**config.mk**
```make
export PLATFORM = sky130hd
export DESIGN_NAME = exa_crosb_output_arbiter_with_vcs_flat
export DESIGN_NICKNAME = d
export VERILOG_FILES = /design/src/rtl/exa_crosb_output_arbiter_with_vcs_if.sv /design/src/rtl/exa_crosb_output_arbiter_with_vcs.sv /design/src/flat_wrapper.sv
export SDC_FILE = /design/constraint.sdc
export NUM_CORES = 1
export LEC_CHECK = 0
export CORE_ASPECT_RATIO = 0.6
export CORE_MARGIN = 4
export CORE_UTILIZATION = 50
export CTS_CLUSTER_DIAMETER = 30
export CTS_CLUSTER_SIZE = 20
export DETAILED_ROUTE_END_ITERATION = 7
export DONT_BUFFER_PORTS = 1
export PLACE_DENSITY = 0.72
export SKIP_CTS_REPAIR_TIMING = 1
export SYNTH_ARGS = -nofsm -noshare
export SYNTH_HDL_FRONTEND = slang
export SYNTH_SLANG_ARGS = --single-unit
```
**constraint.sdc**
```tcl
create_clock -name clk -period 6.6 [get_ports clk]
set_clock_uncertainty 0.15 [all_clocks]
set_input_delay 0.33 -clock clk [delete_from_list [all_inputs] [get_ports clk]]
set_output_delay 0.33 -clock clk [all_outputs]
set_load 0.02 [all_outputs]
```
**src/rtl/exa_crosb_output_arbiter_with_vcs_if.sv**
```systemverilog
// rtl/exa_crosb_output_arbiter_with_vcs_if.sv - request/grant and credit bundle of one crossbar output arbiter
interface exa_crosb_output_arbiter_with_vcs_if #(
  parameter int INPUT_NUM = 4,
  parameter int PRIO_NUM  = 2,
  parameter int VC_NUM    = 2
);
  localparam int NV     = PRIO_NUM * VC_NUM;
  localparam int LOG_VP = (NV > 1) ? $clog2(NV) : 1;
  localparam int LOG_IN = (INPUT_NUM > 1) ? $clog2(INPUT_NUM) : 1;

  logic [INPUT_NUM-1:0][NV-1:0] i_request;
  logic                         i_valid;
  logic                         i_last;
  logic [NV-1:0]                i_credit_return;
  logic [INPUT_NUM-1:0]         o_grant;
  logic [LOG_VP-1:0]            o_grant_vc;
  logic [LOG_IN-1:0]            o_grant_input;
  logic [NV-1:0]                o_credits;
  logic                         o_busy;
  logic                         o_credit_err;

  modport master (
    output i_request, i_valid, i_last, i_credit_return,
    input  o_grant, o_grant_vc, o_grant_input, o_credits, o_busy, o_credit_err
  );

  modport slave (
    input  i_request, i_valid, i_last, i_credit_return,
    output o_grant, o_grant_vc, o_grant_input, o_credits, o_busy, o_credit_err
  );
endinterface

```
**src/rtl/exa_crosb_output_arbiter_with_vcs.sv**
```systemverilog
// rtl/exa_crosb_output_arbiter_with_vcs.sv - per-output arbiter: strict priority, per-priority round-robin, per-VC credits
module exa_crosb_output_arbiter_with_vcs #(
  parameter int INPUT_NUM  = 4,
  parameter int PRIO_NUM   = 2,
  parameter int VC_NUM     = 2,
  parameter int CREDIT_MAX = 8,
  parameter int PKT_WORDS  = 4
) (
  input logic clk,
  input logic resetn,
  exa_crosb_output_arbiter_with_vcs_if.slave io_arb
);
  localparam int NV     = PRIO_NUM * VC_NUM;
  localparam int NC     = INPUT_NUM * VC_NUM;
  localparam int LOG_VP = (NV > 1) ? $clog2(NV) : 1;
  localparam int LOG_IN = (INPUT_NUM > 1) ? $clog2(INPUT_NUM) : 1;
  localparam int LOG_C  = (NC > 1) ? $clog2(NC) : 1;
  localparam int LOG_P  = (PRIO_NUM > 1) ? $clog2(PRIO_NUM) : 1;
  localparam int CW     = $clog2(CREDIT_MAX + 1);

  typedef enum logic {IDLE = 1'b0, GRANTED = 1'b1} state_t;

  state_t               r_state;
  state_t               w_state_nxt;
  logic                 w_load;
  logic                 w_clear;

  logic [INPUT_NUM-1:0] r_grant;
  logic [LOG_VP-1:0]    r_grant_vc;
  logic [LOG_IN-1:0]    r_grant_input;
  logic [NV-1:0]        r_credits;
  logic                 r_credit_err;
  logic [LOG_C-1:0]     r_rr_ptr [PRIO_NUM];
  logic [CW-1:0]        r_cnt [NV];

  logic                 w_found;
  logic [LOG_P-1:0]     w_win_prio;
  logic [LOG_VP-1:0]    w_win_vc;
  logic [LOG_IN-1:0]    w_win_input;
  logic [LOG_C-1:0]     w_win_ptr_nxt;

  logic [CW-1:0]        w_cnt_nxt [NV];
  logic [NV-1:0]        w_dec;
  logic [NV-1:0]        w_credits_nxt;
  logic                 w_err_set;

  // Priorities scanned low to high so the highest level with a candidate overrides
  always_comb begin : arb_comb
    int   idx;
    int   pc;
    logic pfound;
    w_found       = 1'b0;
    w_win_prio    = '0;
    w_win_vc      = '0;
    w_win_input   = '0;
    w_win_ptr_nxt = '0;
    idx           = 0;
    pc            = 0;
    pfound        = 1'b0;
    for (int p = 0; p < PRIO_NUM; p++) begin
      pfound = 1'b0;
      pc     = 0;
      for (int k = 0; k < NC; k++) begin
        idx = int'(r_rr_ptr[p]) + k;
        if (idx >= NC) idx = idx - NC;
        if (!pfound && io_arb.i_request[idx / VC_NUM][p * VC_NUM + idx % VC_NUM]
                    && r_credits[p * VC_NUM + idx % VC_NUM]) begin
          pfound = 1'b1;
          pc     = idx;
        end
      end
      if (pfound) begin
        w_found       = 1'b1;
        w_win_prio    = LOG_P'(p);
        w_win_vc      = LOG_VP'(p * VC_NUM + pc % VC_NUM);
        w_win_input   = LOG_IN'(pc / VC_NUM);
        w_win_ptr_nxt = LOG_C'((pc + 1) % NC);
      end
    end
  end

  always_comb begin
    w_state_nxt = r_state;
    w_load      = 1'b0;
    w_clear     = 1'b0;
    case (r_state)
      IDLE: begin
        if (w_found) begin
          w_state_nxt = GRANTED;
          w_load      = 1'b1;
        end
      end
      GRANTED: begin
        if (io_arb.i_valid && io_arb.i_last) begin
          w_state_nxt = IDLE;
          w_clear     = 1'b1;
        end
      end
      default: w_state_nxt = IDLE;
    endcase
  end

  // Simultaneous return and consume cancel; saturation flags an accounting error
  always_comb begin
    w_err_set     = 1'b0;
    w_dec         = '0;
    w_credits_nxt = '0;
    for (int v = 0; v < NV; v++) begin
      w_cnt_nxt[v] = r_cnt[v];
      w_dec[v]     = io_arb.i_valid && (r_state == GRANTED) && (r_grant_vc == LOG_VP'(v));
      if (w_dec[v] && !io_arb.i_credit_return[v]) begin
        if (r_cnt[v] == '0) w_err_set = 1'b1;
        else                w_cnt_nxt[v] = r_cnt[v] - CW'(1);
      end else if (io_arb.i_credit_return[v] && !w_dec[v]) begin
        if (r_cnt[v] == CW'(CREDIT_MAX)) w_err_set = 1'b1;
        else                             w_cnt_nxt[v] = r_cnt[v] + CW'(1);
      end
      w_credits_nxt[v] = (w_cnt_nxt[v] >= CW'(PKT_WORDS));
    end
  end

  always_ff @(posedge clk or negedge resetn) begin
    if (!resetn) r_state <= IDLE;
    else         r_state <= w_state_nxt;
  end

  always_ff @(posedge clk or negedge resetn) begin
    if (!resetn) begin
      r_grant       <= '0;
      r_grant_vc    <= '0;
      r_grant_input <= '0;
      r_credits     <= '1;
      r_credit_err  <= 1'b0;
      for (int p = 0; p < PRIO_NUM; p++) r_rr_ptr[p] <= '0;
      for (int v = 0; v < NV; v++)       r_cnt[v]    <= CW'(CREDIT_MAX);
    end else begin
      if (w_load) begin
        r_grant                <= INPUT_NUM'(1) << w_win_input;
        r_grant_vc             <= w_win_vc;
        r_grant_input          <= w_win_input;
        r_rr_ptr[w_win_prio]   <= w_win_ptr_nxt;
      end else if (w_clear) begin
        r_grant       <= '0;
        r_grant_vc    <= '0;
        r_grant_input <= '0;
      end
      for (int v = 0; v < NV; v++) r_cnt[v] <= w_cnt_nxt[v];
      r_credits <= w_credits_nxt;
      if (w_err_set) r_credit_err <= 1'b1;
    end
  end

  assign io_arb.o_grant       = r_grant;
  assign io_arb.o_grant_vc    = r_grant_vc;
  assign io_arb.o_grant_input = r_grant_input;
  assign io_arb.o_credits     = r_credits;
  assign io_arb.o_busy        = (r_state == GRANTED);
  assign io_arb.o_credit_err  = r_credit_err;
endmodule

```
**src/flat_wrapper.sv**
```systemverilog
// flat-port wrapper written by rule: the top's interface ports become plain ports
module exa_crosb_output_arbiter_with_vcs_flat 
#(
  parameter int INPUT_NUM  = 4,
  parameter int PRIO_NUM   = 2,
  parameter int VC_NUM     = 2,
  parameter int CREDIT_MAX = 8,
  parameter int PKT_WORDS  = 4
)
  (clk, resetn, io_arb_i_request, io_arb_i_valid, io_arb_i_last, io_arb_i_credit_return, io_arb_o_grant, io_arb_o_grant_vc, io_arb_o_grant_input, io_arb_o_credits, io_arb_o_busy, io_arb_o_credit_err);
  exa_crosb_output_arbiter_with_vcs_if #(.INPUT_NUM(INPUT_NUM), .PRIO_NUM(PRIO_NUM), .VC_NUM(VC_NUM)) io_arb_i ();
  input logic clk;
  input logic resetn;
  input wire logic [$bits(io_arb_i.i_request)-1:0] io_arb_i_request;
  input wire logic [$bits(io_arb_i.i_valid)-1:0] io_arb_i_valid;
  input wire logic [$bits(io_arb_i.i_last)-1:0] io_arb_i_last;
  input wire logic [$bits(io_arb_i.i_credit_return)-1:0] io_arb_i_credit_return;
  output wire logic [$bits(io_arb_i.o_grant)-1:0] io_arb_o_grant;
  output wire logic [$bits(io_arb_i.o_grant_vc)-1:0] io_arb_o_grant_vc;
  output wire logic [$bits(io_arb_i.o_grant_input)-1:0] io_arb_o_grant_input;
  output wire logic [$bits(io_arb_i.o_credits)-1:0] io_arb_o_credits;
  output wire logic [$bits(io_arb_i.o_busy)-1:0] io_arb_o_busy;
  output wire logic [$bits(io_arb_i.o_credit_err)-1:0] io_arb_o_credit_err;
  assign io_arb_i.i_request = io_arb_i_request;
  assign io_arb_i.i_valid = io_arb_i_valid;
  assign io_arb_i.i_last = io_arb_i_last;
  assign io_arb_i.i_credit_return = io_arb_i_credit_return;
  assign io_arb_o_grant = io_arb_i.o_grant;
  assign io_arb_o_grant_vc = io_arb_i.o_grant_vc;
  assign io_arb_o_grant_input = io_arb_i.o_grant_input;
  assign io_arb_o_credits = io_arb_i.o_credits;
  assign io_arb_o_busy = io_arb_i.o_busy;
  assign io_arb_o_credit_err = io_arb_i.o_credit_err;
  exa_crosb_output_arbiter_with_vcs #(.INPUT_NUM(INPUT_NUM), .PRIO_NUM(PRIO_NUM), .VC_NUM(VC_NUM), .CREDIT_MAX(CREDIT_MAX), .PKT_WORDS(PKT_WORDS)) u_core (.clk(clk), .resetn(resetn), .io_arb(io_arb_i));
endmodule
```
# Word-level counts from Yosys, hierarchy flattened
# Cells that the tools add are included.
[word_totals]
register_bits = 36
input_bits = 24
out_inout_bits = 14
[classes]
add_sub_neg = 67
n_lt_le_gt_ge = 54
n_eq_ne = 7
n_shift = 1
mux = 247
n_bitwise = 20
reduce_logical = 73
[op_table]
columns = ["cell", "count"]
rows = [
  ["32-bit 2-to-1 mux", 32],
  ["32-bit by 4-bit < comparator with 1-bit output (second input constant)", 24],
  ["32-bit by 1-bit adder with 32-bit output", 16],
  ["32-bit by 5-bit >= comparator with 1-bit output (second input constant)", 14],
  ["32-bit by 5-bit subtractor with 32-bit output (second input constant)", 14],
  ["4-bit 2-to-1 mux", 50],
  ["4-bit binary-select mux with 2-bit select", 16],
  ["1-bit 2-to-1 mux", 104],
  ["1-bit binary-select mux with 2-bit select", 32],
  ["1-bit logical AND", 45],
  ["3-bit by 2-bit adder with 4-bit output (first input constant)", 8],
  ["3-bit by 3-bit adder with 4-bit output (second input constant)", 8],
  ["2-bit by 4-bit < comparator with 1-bit output (second input constant)", 8],
  ["1-bit logical NOT", 22],
  ["1-bit bitwise AND", 18],
  ["3-bit by 2-bit adder with 4-bit output (second input constant)", 4],
  ["4-bit by 1-bit adder with 4-bit output (second input constant)", 4],
  ["4-bit equality test (second input constant)", 4],
  ["4-bit by 3-bit >= comparator with 1-bit output (second input constant)", 4],
  ["4-bit logical NOT", 4],
  ["4-bit by 1-bit subtractor with 4-bit output (second input constant)", 4],
  ["2-bit 2-to-1 mux", 7],
  ["3-bit by 4-bit subtractor with 5-bit output (second input constant)", 2],
  ["3-bit 2-to-1 mux", 3],
  ["17 further kinds", 22],
]

# Longest topological paths before layout
# Gate-level depths: netlist of the first run.
[logic_depth]
word_depth = 47
mapped_depth = 20
ltp_nobuf = 18

# Worst setup path after synthesis of the first run
# OpenSTA, ideal clock, no wires.
[synth_path]
path_kind = "register to register"
from = "register u_core.r_rr_ptr[4] (netlist name)"
to = "register u_core.r_grant[1] (netlist: u_core.io_arb.o_grant[1])"
setup_ps = 122
arrival_ps = 3761
required_ps = 6328
setup_slack_ps = 2567
stages_incl_launch_ff = 20
n_path_buf = 1
synth_period_minus_slack_ps = 4033
cell_sequence = "dfrtp_1 -> inv_1 -> ha_1 -> nand2b_1 -> nor2_1 -> ha_1 -> clkbuf_1 -> mux2i_1 -> mux2_1 -> o32a_1 -> nand3_1 -> nor3_1 -> a211oi_1 -> o31ai_1 -> a211o_1 -> ha_1 -> nor4_1 -> and3_1 -> nor2_1 -> a32o_1"
[synth_between]
elab_chain_len = 46
word_cells_on_any_way = 168
classes_between = "add/sub (24); order compare (8); shift (1); mux (103); bitwise (9); reduce/logical (23)"
[synth_lines]
columns = ["item", "line_no", "rtl"]
rows = [
  ["start: declaration", "exa_crosb_output_arbiter_with_vcs.sv:33", "logic [LOG_C-1:0] r_rr_ptr [PRIO_NUM];"],
  ["start signal: indexed assignment", "exa_crosb_output_arbiter_with_vcs.sv:141", "r_rr_ptr[w_win_prio] <= w_win_ptr_nxt;"],
  ["parallel branches: the longest is 46 deep, another holds 32-bit by 5-bit subtractor with 32-bit output", "n/a", ""],
  ["end signal: assignment", "exa_crosb_output_arbiter_with_vcs.sv:138", "r_grant <= INPUT_NUM'(1) << w_win_input;"],
  ["end: declaration", "exa_crosb_output_arbiter_with_vcs.sv:28", "logic [INPUT_NUM-1:0] r_grant;"],
]
# Parallel ways; which one is timed is not known. The select of a mux whose other input is x is not followed.
# A chain may end at the register's enable or synchronous reset.

# Worst setup path in the final report of the first run
[layout_path]
from = "register u_core.r_rr_ptr[1] (netlist name)"
to = "register u_core.r_grant[2] (netlist: u_core.io_arb.o_grant[2])"
[layout_between]
elab_chain_len = 45
word_cells_on_any_way = 174
classes_between = "add/sub (32); order compare (8); shift (1); mux (101); bitwise (9); reduce/logical (23)"
[layout_lines]
columns = ["item"]
rows = [
  ["parallel branches: the longest is 45 deep, another holds 32-bit by 5-bit subtractor with 32-bit output"],
]
# Parallel ways; which one is timed is not known. The select of a mux whose other input is x is not followed.

==> results by group, run 1 <==
Setup path
  – Worst r2r path cells: 12
  – Crit. End Element: flop
  – Max FO, Critical Path: 12
  – CP required: 6670 ps
  – Register-to-register setup slack: 1900 ps
  – Crit path to: u_core.io_arb.o_grant[2]
  – Startpoint types: flop
  – R2R Path End: u_core.io_arb.o_grant[2]
  – Crit Path Class: reg -> reg
  – Start point of the critical path: u_core.r_rr_ptr[1]
  – FF-to-FF Start: u_core.r_rr_ptr[1]
  – Worst EP arrival: 4770 ps

Floorplan
  – Row count: 25
  – Io pins: 38
  – Core area: 0.008133 mm^2
  – Die Width: 128.0 um
  – DIE AREA: 0.01023 mm^2
  – Die H: 79.97 um
  – Initial Utilization: 53.08%

Cells and area
  – Synth-to-Final Area Change: 5.536%
  – Area of the multi-input gates: 0.003216 mm^2
  – Share of cells above drive strength 1: 13.18%
  – Post-layout nets: 536
  – N_diodes: 0
  – Fillers: 745
  – Storage element area: 910.9 um^2

Pwr
  – Total power: 2827 uW
  – Peak supply drop: 0.0002632 V
  – Leakage power: 0.001882 uW
  – Power per cell area: 620.5 mW/mm^2

Route
  – DRT Pass-1 Iters: 8
  – DRC Markers: 0
  – Wire per inst: 18.29 um
  – DR WL met3: 819 um
  – Number of DRC markers in iteration 0: 354
  – ANT nets after route: 0
  – Top Layer Used: met4
  – Routed length on met1: 5213 um
  – Mean number of vias per cell: 6.555
  – Met2 Routed Length: 4614 um
  – Via count: 3841
  – Drt total wl: 10720 um

Clock tree
  – CTS tree: built
  – H-Tree Level Count: 2
  – Clk_lat worst skew: 280 ps
  – Clock Path Buffers: 2
  – CTS Buf Count: 5
  – Clock Tree Root: clkbuf_16
  – Clock-pin slew on the worst setup and hold paths: 60 ps
  – CTS sink cnt: 36

Timing
  – Count of pins over their slew limit: 0
  – Final hold violation count: 0
  – Unrepaired setup endpoints after global routing: false
  – Fmax: 0.2126 GHz
  – PnR worst setup slack: 1897 ps
  – Period utilisation layout: 71.25%
  – Final setup fails: 0
  – Period minus WS final: 4703 ps
  – Worst rel slew slack: 49.71%
  – Worst-margin pin slew: 754.4 ps
  – Final setup TNS: 0 ps

Hold path
  – Worst hold path class: in -> reg

Global route
  – Pin count of the biggest net entering global routing: 37
  – Gr ovfl total: 0
  – Initial antenna violation count: 0
  – First-pass GRT wire length: 18430 um
  – Total GRT Usage: 22.02%
  – Vias in the first global route: 3574

Logic synthesis
  – #FFs+latches synth: 36
  – FFs w/ async S/R, synth: 100.0%
  – Sequential share of the synthesized area: 21.10%
  – Top FF cell, synth: dfrtp_1
  – Post-synth cell types: 82
  – Synth warn: 0
  – Number of flops mapped to enable cells by yosys: 0
  – Post-Syn Instances: 481
  – Mapped Area: 0.004317 mm^2
  – Avg Inst Size Synth: 8.974 um^2

Outcome
  – Status: finished, final reports clean

Placement
  – Post-Place Setup Slack: 1962 ps
  – I/O Buffers: 0
  – Gpl congestion: 0.9723
  – Post-DP HPWL: 8468 um

Run
  – MaxCap Viol Count: 0
==> layer usage <==
metal	up-vias	track usage, %
met3	10	5.816
met4	0	2.860
met1	1867	33.43
met2	137	31.89
li1	1827	-
met5	-	0
==> metrics by stage <==
| stage | area [um^2] | utilization [%] | cells | hold slack (ps) |
|---|---|---|---|---|
| floorplan | 4335 | - | 486 | -115.6 |
| global route | 4556 | 56.02 | 586 | 249.1 |
| finish | 4556 | 56.02 | 586 | 215.9 |
| detailed placement | 4382 | 53.88 | 576 | -114.7 |
| CTS | 4526 | 55.65 | 584 | -413.5 |
| global placement | 4382 | 53.88 | 576 | -114.7 |
==> placed cells by master (no fill, tap or decap), types with 5 or more instances in the layout <==
master     synthesis  routed
conb_1             1       6
nand2b_1          10      10
a21oi_1           25      25
xor2_1             5       5
or3_1              5       5
and2_1             5       5
a211oi_1           8       8
a31oi_1            6       6
nand2_1           45      45
nor3_1             9       9
dfrtp_1           28      28
dfstp_2            8       8
o211ai_1           7       7
inv_1             29      29
or2_2              5       5
a22oi_1            8       8
xnor2_1           12      12
o22ai_1            8       8
nand4_1            6       6
ha_1              35      35
mux2i_1           24      24
mux4_2            22      22
o21ai_0           24      24
nand3_1           12      12
nor2b_1           10      10
nor2_1            22      22
clkbuf_16          0       5
==> worst max-delay path, stage by stage (launching register included) <==
cell	delay (ps)
dfrtp_1	580
inv_1	230
ha_1	670
mux4_2	580
a22oi_1	610
o221a_2	310
o21ai_0	90
a31o_2	290
o31a_1	120
ha_1	340
o32ai_1	410
o21ai_0	150
nand3_1	110
==> synthesized netlist by cell type, types with 3 or more instances <==
cell	n	area share, %
a22oi_1	8	1.4
a211oi_1	8	1.4
nand2b_1	10	1.4
and2_1	5	0.72
nand2_1	45	3.9
o211ai_1	7	1.2
mux2i_1	24	5.6
or3_1	5	0.72
clkbuf_1	11	0.96
xnor2_1	12	2.4
xor2_1	5	1.0
o22ai_1	8	1.2
dfrtp_1	28	16
nand4_1	6	0.87
buf_2	4	0.46
mux4_2	22	11
o21ai_0	24	2.8
o21a_1	3	0.52
a22oi_2	3	0.87
a211o_1	4	0.81
a31oi_1	6	0.87
ha_1	35	10
a21oi_1	25	2.9
inv_1	29	2.5
nand3_1	12	1.4
a32oi_1	3	0.61
nor2b_1	10	1.4
nor3b_1	3	0.52
o21ai_1	4	0.46
nor2_1	22	1.9
a22o_1	3	0.61
nor3_1	9	1.0
dfstp_2	8	4.9
or2_2	5	0.72
and3_1	4	0.58
mux2_1	3	0.78
==> cell type report <==
cell class / count / share of cell area [%]
multi-input combinational: 400 / 70.58
sequential: 36 / 19.99
tap: 108 / 2.966
clock buffer: 5 / 2.746
inverter: 32 / 2.637
timing repair buffer: 2 / 0.6592
clock inverter: 3 / 0.4120
==> power breakdown <==
part	switching, uW	internal, uW	leakage [uW]
Clock	89.1	139	0.0000736
Sequential	199	332	0.000424
Combinational	1160	912	0.00138
==> how the worst min path moves through the flow <==
stage | from | endpoint | slack, ps | cells past startpoint
floorplan | resetn | async pin | -120 | 0
global placement | resetn | u_core.r_cnt[0] | -110 | 0
detailed placement | resetn | async pin | -110 | 0
CTS | resetn | u_core.r_cnt[0] | -410 | 0
global route | io_arb_i_valid | u_core.io_arb.o_busy | 250 | 2
finish | io_arb_i_valid | u_core.io_arb.o_busy | 220 | 2
==> cells by family after synthesis <==
family	share of synthesized area, %
adder cells (fa/ha/maj)	10.14
buffers and inverters	4.840
other	0.08687
multiplexers	18.09
AND/OR/NAND/NOR	18.61
XOR/XNOR	3.826
flip-flops	21.10
AO/OA/AOI/OAI	23.31
No activity file was read; power rests on OpenSTA's default activity.
==> inputs of run 2 (changes only) <==
--- a/config.mk
+++ b/config.mk
@@ -12,7 +12,7 @@
 export CTS_CLUSTER_SIZE = 20
 export DETAILED_ROUTE_END_ITERATION = 7
 export DONT_BUFFER_PORTS = 1
-export PLACE_DENSITY = 0.72
+export PLACE_DENSITY = 0.75
 export SKIP_CTS_REPAIR_TIMING = 1
 export SYNTH_ARGS = -nofsm -noshare
 export SYNTH_HDL_FRONTEND = slang
==> constraint.sdc (replaced) <==
create_clock -name clk -period 3.8 [get_ports clk]
set_clock_uncertainty 0.15 [all_clocks]
set_input_delay 0.19 -clock clk [delete_from_list [all_inputs] [get_ports clk]]
set_output_delay 0.19 -clock clk [all_outputs]
set_load 0.02 [all_outputs]
==> run 2 against run 1 <==
Compared with the run above:
- the run now ends with negative setup slack left
- worst setup slack got worse by 2000 ps
- routed wire length rose by 16%
- sequential share of layout area fell by 2.6 points
- die area did not move
- via count rose by 7.2%
- first-iteration DRC count rose by 19%
- critical path depth rose by 6
- critical path type unchanged
- largest cell class unchanged
- highest routed layer unchanged
==> results by group, run 2 (same netlist as run 1, synthesis figures left out) <==
Floorplan
  – DIE AREA: 0.01023 mm^2
  – Die H: 79.97 um
  – Core area: 0.008133 mm^2
  – Initial Utilization: 53.08%
  – Row count: 25
  – Die Width: 128.0 um
  – Io pins: 38

Run
  – MaxCap Viol Count: 0

Setup path
  – R2R Path End: u_core.io_arb.o_grant[0]
  – FF-to-FF Start: u_core.r_rr_ptr[4]
  – Register-to-register setup slack: -70 ps
  – Crit Path Class: reg -> reg
  – Crit. End Element: flop
  – CP required: 3820 ps
  – Worst EP arrival: 3890 ps
  – Worst r2r path cells: 18
  – Startpoint types: flop
  – Max FO, Critical Path: 6

Route
  – DRT Pass-1 Iters: 7
  – DRC Markers: 0
  – ANT nets after route: 0
  – Number of DRC markers in iteration 0: 422
  – Wire per inst: 19.40 um
  – Mean number of vias per cell: 6.443
  – Via count: 4117
  – Drt total wl: 12400 um

Cells and area
  – Commonest non-fill, non-tap cell in the layout: buf_4
  – Synth-to-Final Area Change: 21.68%
  – N_diodes: 0
  – Post-layout nets: 589
  – Commonest non-fill, non-tap cells in the layout: 52 x buf_4, 45 x nand2_1, 26 x inv_1, 26 x ha_1, 26 x dfrtp_1
  – Share of cells above drive strength 1: 29.38%

Timing
  – Worst-margin pin slew: 622.0 ps
  – Period minus WS final: 3874 ps
  – Worst rel slew slack: 57.95%
  – Unrepaired setup endpoints after global routing: true
  – PnR worst setup slack: -73.86 ps
  – Period utilisation layout: 101.9%
  – Final setup TNS: -75.08 ps
  – Fmax: 0.2581 GHz
  – Final hold violation count: 0
  – Final setup fails: 2
  – Count of pins over their slew limit: 0

Clock tree
  – CTS Buf Count: 5
  – Clock-pin slew on the worst setup and hold paths: 60 ps
  – H-Tree Level Count: 2
  – Clock Path Buffers: 2
  – CTS sink cnt: 36
  – Clk_lat worst skew: 290 ps
  – Clock Tree Root: clkbuf_16
  – CTS tree: built

Outcome
  – Status: finished with violations
  – Failing checks: negative setup slack

Global route
  – First-pass GRT wire length: 19760 um
  – Total GRT Usage: 24.07%
  – Initial antenna violation count: 0
  – Vias in the first global route: 3860
  – Pin count of the biggest net entering global routing: 37
  – Gr ovfl total: 0

Hold path
  – Hold path depth: 2
  – Worst hold path class: in -> reg
  – Worst hold start: io_arb_i_valid
  – Min-Delay Endpoint: u_core.io_arb.o_busy

Placement
  – I/O Buffers: 0
  – Post-DP HPWL: 9224 um
  – Gpl congestion: 0.9928
## run 2: cell count changes in the layout (fill, tap and decap cells not counted), sizes merged
cell,before,now
clkinv,4,3
inv,31,30
clkbuf,5,6
buf,1,54
bufinv,0,1
## run 2: worst max path at each step
stage | from | to | slack [ps] | depth (start not counted)
floorplan | u_core.r_rr_ptr[4] | u_core.io_arb.o_grant[1] | -9 | 19
global placement | u_core.r_rr_ptr[4] | u_core.io_arb.o_grant[3] | -60 | 13
detailed placement | u_core.r_rr_ptr[4] | u_core.io_arb.o_grant[1] | -170 | 16
CTS | u_core.r_rr_ptr[4] | u_core.io_arb.o_grant[0] | -190 | 16
global route | u_core.r_rr_ptr[4] | u_core.io_arb.o_grant[0] | -210 | 18
finish | u_core.r_rr_ptr[4] | u_core.io_arb.o_grant[0] | -70 | 18
## run 2: routing by layer
metal / track usage [%] / vias to the layer above / part of all wire [%]
li1: - / 1913 / -
met1: 33.98 / 2027 / 46
met2: 38.00 / 161 / 47
met3: 5.414 / 16 / 6.1
met4: 4.767 / 0 / 1.0
met5: 0 / - / 0
## run 2: cell type report
type | count | area (um^2)
well taps | 108 | 135.1
multi-input cells | 400 | 3478
flip-flops and latches | 36 | 913.4
repair buffers | 55 | 431.7
fillers | 648 | 2880
clock inverters | 2 | 35.03
clock buffers | 6 | 128.9
inverters | 32 | 130.1
## run 2: critical path, cell delays in order, from the launching register on
cell      delay, ps
dfrtp_2         390
clkinv_4        100
ha_4            170
nand2b_4        140
nor2_4          130
ha_4            170
xnor2_4         140
mux2_4          320
o32a_1          210
nand3_2         140
nor3_2           70
a211oi_2        210
o31ai_1         100
a211o_1         320
ha_4            180
nor4_2          230
and3_4          250
nor2_4           40
a32o_2          270
## run 2: per-stage QoR
step           hold WS, ps  worst slack [ps]  utilization [%]  area (um^2)  instances
2_1_floorplan       -255.6            -9.210                -         4370        486
3_3_place_gp        -254.8            -61.01            58.22         4735        620
3_5_place_dp        -254.9            -166.1            58.22         4735        620
4_1_cts             -563.7            -185.1            60.23         4898        628
5_1_grt              87.29            -205.0            64.58         5253        639
6_report             51.16            -73.86            64.58         5253        639
Power of run 2 is left out: the tool's default activity adds up to more than one toggle a clock period on the data nets, which glitch-free logic cannot reach.
==> inputs of run 3 (changes only) <==
==> constraint.sdc (replaced) <==
create_clock -name clk -period 3.8 [get_ports clk]
set_clock_uncertainty 0.15 [all_clocks]
set_input_delay 0.19 -clock clk [delete_from_list [all_inputs] [get_ports clk]]
set_output_delay 0.19 -clock clk [all_outputs]
set_load 0.1 [all_outputs]
==> run 3 against run 2 <==
Compared with the run above:
- the run now ends clean
- core utilization grew 0.97 points
- clock-buffer cell count is 1 higher
- maximum frequency up 2.3%
- first-iteration DRC count grew 9.5%
- die area stayed put
- flip-flop and latch count unchanged
==> results by group, run 3 (same netlist as run 1, synthesis figures left out) <==
Outcome
  – Status: finished, final reports clean

Setup path
  – Worst EP arrival: 3810 ps
  – Startpoint types: flop
  – FF-to-FF Start: u_core.r_rr_ptr[4]
  – Most common cell on crit path: ha_4
  – Crit Path Class: reg -> reg
  – Slowest-stage cell, CP: or3_4
  – Max incr delay on CP: 410 ps
  – R2R Path End: u_core.io_arb.o_grant[1]
  – Register-to-register setup slack: 10 ps
  – Max FO, Critical Path: 5
  – Worst r2r path cells: 16
  – Crit. End Element: flop
  – CP Cell Sequence: clkinv_4, ha_4, nand2b_4, nor2_4, ha_4, xnor2_4, mux2_4, o32a_1, and3_4, or3_4, a21oi_2, a211o_1, ha_2, inv_1, a2bb2o_4, a32o_1
  – CP required: 3820 ps

Placement
  – Placed inst area: 0.004772 mm^2
  – I/O Buffers: 0
  – Gpl congestion: 1.010
  – Post-DP HPWL: 9201 um

Timing
  – Count of pins over their slew limit: 0
  – Fmax: 0.2640 GHz
  – Worst hold slack: 103.1 ps
  – Period utilisation layout: 99.68%
  – Final setup fails: 0
  – Period minus WS final: 3788 ps
  – Worst-margin pin slew: 954.6 ps
  – Unrepaired setup endpoints after global routing: true
  – Worst rel slew slack: 36.36%
  – Final hold violation count: 0
  – Final setup TNS: 0 ps

Floorplan
  – Io pins: 38
  – Die H: 79.97 um
  – Row count: 25
  – DIE AREA: 0.01023 mm^2
  – Initial Utilization: 53.08%
  – Die Width: 128.0 um
  – Core area: 0.008133 mm^2

Global route
  – Pin count of the biggest net entering global routing: 37
  – Total GRT Usage: 22.83%
  – First-pass GRT wire length: 18990 um
  – Initial antenna violation count: 0
  – Vias in the first global route: 3883
  – Gr ovfl total: 0

Route
  – DRC Markers: 0
  – ANT nets after route: 0
  – Number of DRC markers in iteration 0: 462
  – DRT Pass-1 Iters: 6
  – Drt total wl: 12350 um
  – Mean number of vias per cell: 6.410
  – Wire per inst: 19.05 um
  – Via count: 4154

Cells and area
  – N_diodes: 0
  – Post-layout nets: 598
  – Synth-to-Final Area Change: 23.51%
  – Commonest non-fill, non-tap cell in the layout: buf_4
  – Share of cells above drive strength 1: 30.37%
  – Commonest non-fill, non-tap cells in the layout: 60 x buf_4, 45 x nand2_1, 26 x inv_1, 26 x dfrtp_1, 25 x ha_1
  – Finished Cell Area: 0.005331 mm^2

Hold path
  – Hold path depth: 3
  – Worst hold start: io_arb_i_valid
  – Worst hold path class: in -> reg
  – Min-Delay Endpoint: u_core.io_arb.o_grant_vc[0]

Run
  – MaxCap Viol Count: 0

Clock tree
  – CTS tree: built
  – Clock Path Buffers: 2
  – CTS sink cnt: 36
  – H-Tree Level Count: 2
  – Clk_lat worst skew: 280 ps
  – Clock Tree Root: clkbuf_16
  – Clock-pin slew on the worst setup and hold paths: 60 ps
  – CTS Buf Count: 5
-- run 3: metrics by stage --
step / utilization (%) / worst slack, ps / cells
after global routing: 65.55 / -143.9 / 648
after global placement: 58.68 / -69.18 / 625
after detailed placement: 58.68 / -192.2 / 625
after CTS: 60.42 / -210.5 / 633
final: 65.55 / 12.10 / 648
after floorplan: - / -13.93 / 486
-- run 3: worst max-delay path, delay by kind of cell (launching register included) --
| family | cells | cell delay, ps |
|---|---|---|
| xor+xnor | 1 | 150 |
| flops | 1 | 380 |
| buf+inv | 2 | 190 |
| simple gates | 4 | 870 |
| fa+ha+maj | 3 | 630 |
| compound gates | 5 | 980 |
| mux | 1 | 320 |
-- run 3: metal layers --
metal / vias up / wire length (um) / GRT usage, % / part of all wire [%]
met2: 164 / 5645 / 35.59 / 46
met5: - / 0 / 0 / 0
met3: 8 / 790 / 4.947 / 6.4
met1: 2033 / 5838 / 33.07 / 47
met4: 0 / 72 / 3.602 / 0.58
li1: 1949 / - / - / -
-- run 3: how the worst max path moves through the flow --
| stage | from | to | slack, ps | depth (start not counted) |
|---|---|---|---|---|
| after detailed placement | u_core.r_rr_ptr[4] | u_core.io_arb.o_grant[1] | -190 | 12 |
| after global routing | u_core.r_rr_ptr[4] | u_core.io_arb.o_grant[0] | -140 | 18 |
| after global placement | u_core.r_rr_ptr[4] | u_core.io_arb.o_grant[1] | -70 | 13 |
| after floorplan | u_core.r_rr_ptr[4] | u_core.io_arb.o_grant[1] | -10 | 19 |
| final | u_core.r_rr_ptr[4] | u_core.io_arb.o_grant[1] | 10 | 16 |
| after CTS | u_core.r_rr_ptr[4] | u_core.io_arb.o_grant[1] | -210 | 16 |
-- run 3: area by class of cell --
class                           instances  area, um^2
Fill cell                             651        2801
Tap cell                              108       135.1
Sequential cell                        36       913.4
Clock buffer                            7       132.6
Multi-Input combinational cell        400        3502
Clock inverter                          1       8.758
Inverter                               32       127.6
Timing Repair Buffer                   64       511.7
Power of run 3 is left out for the same reason.
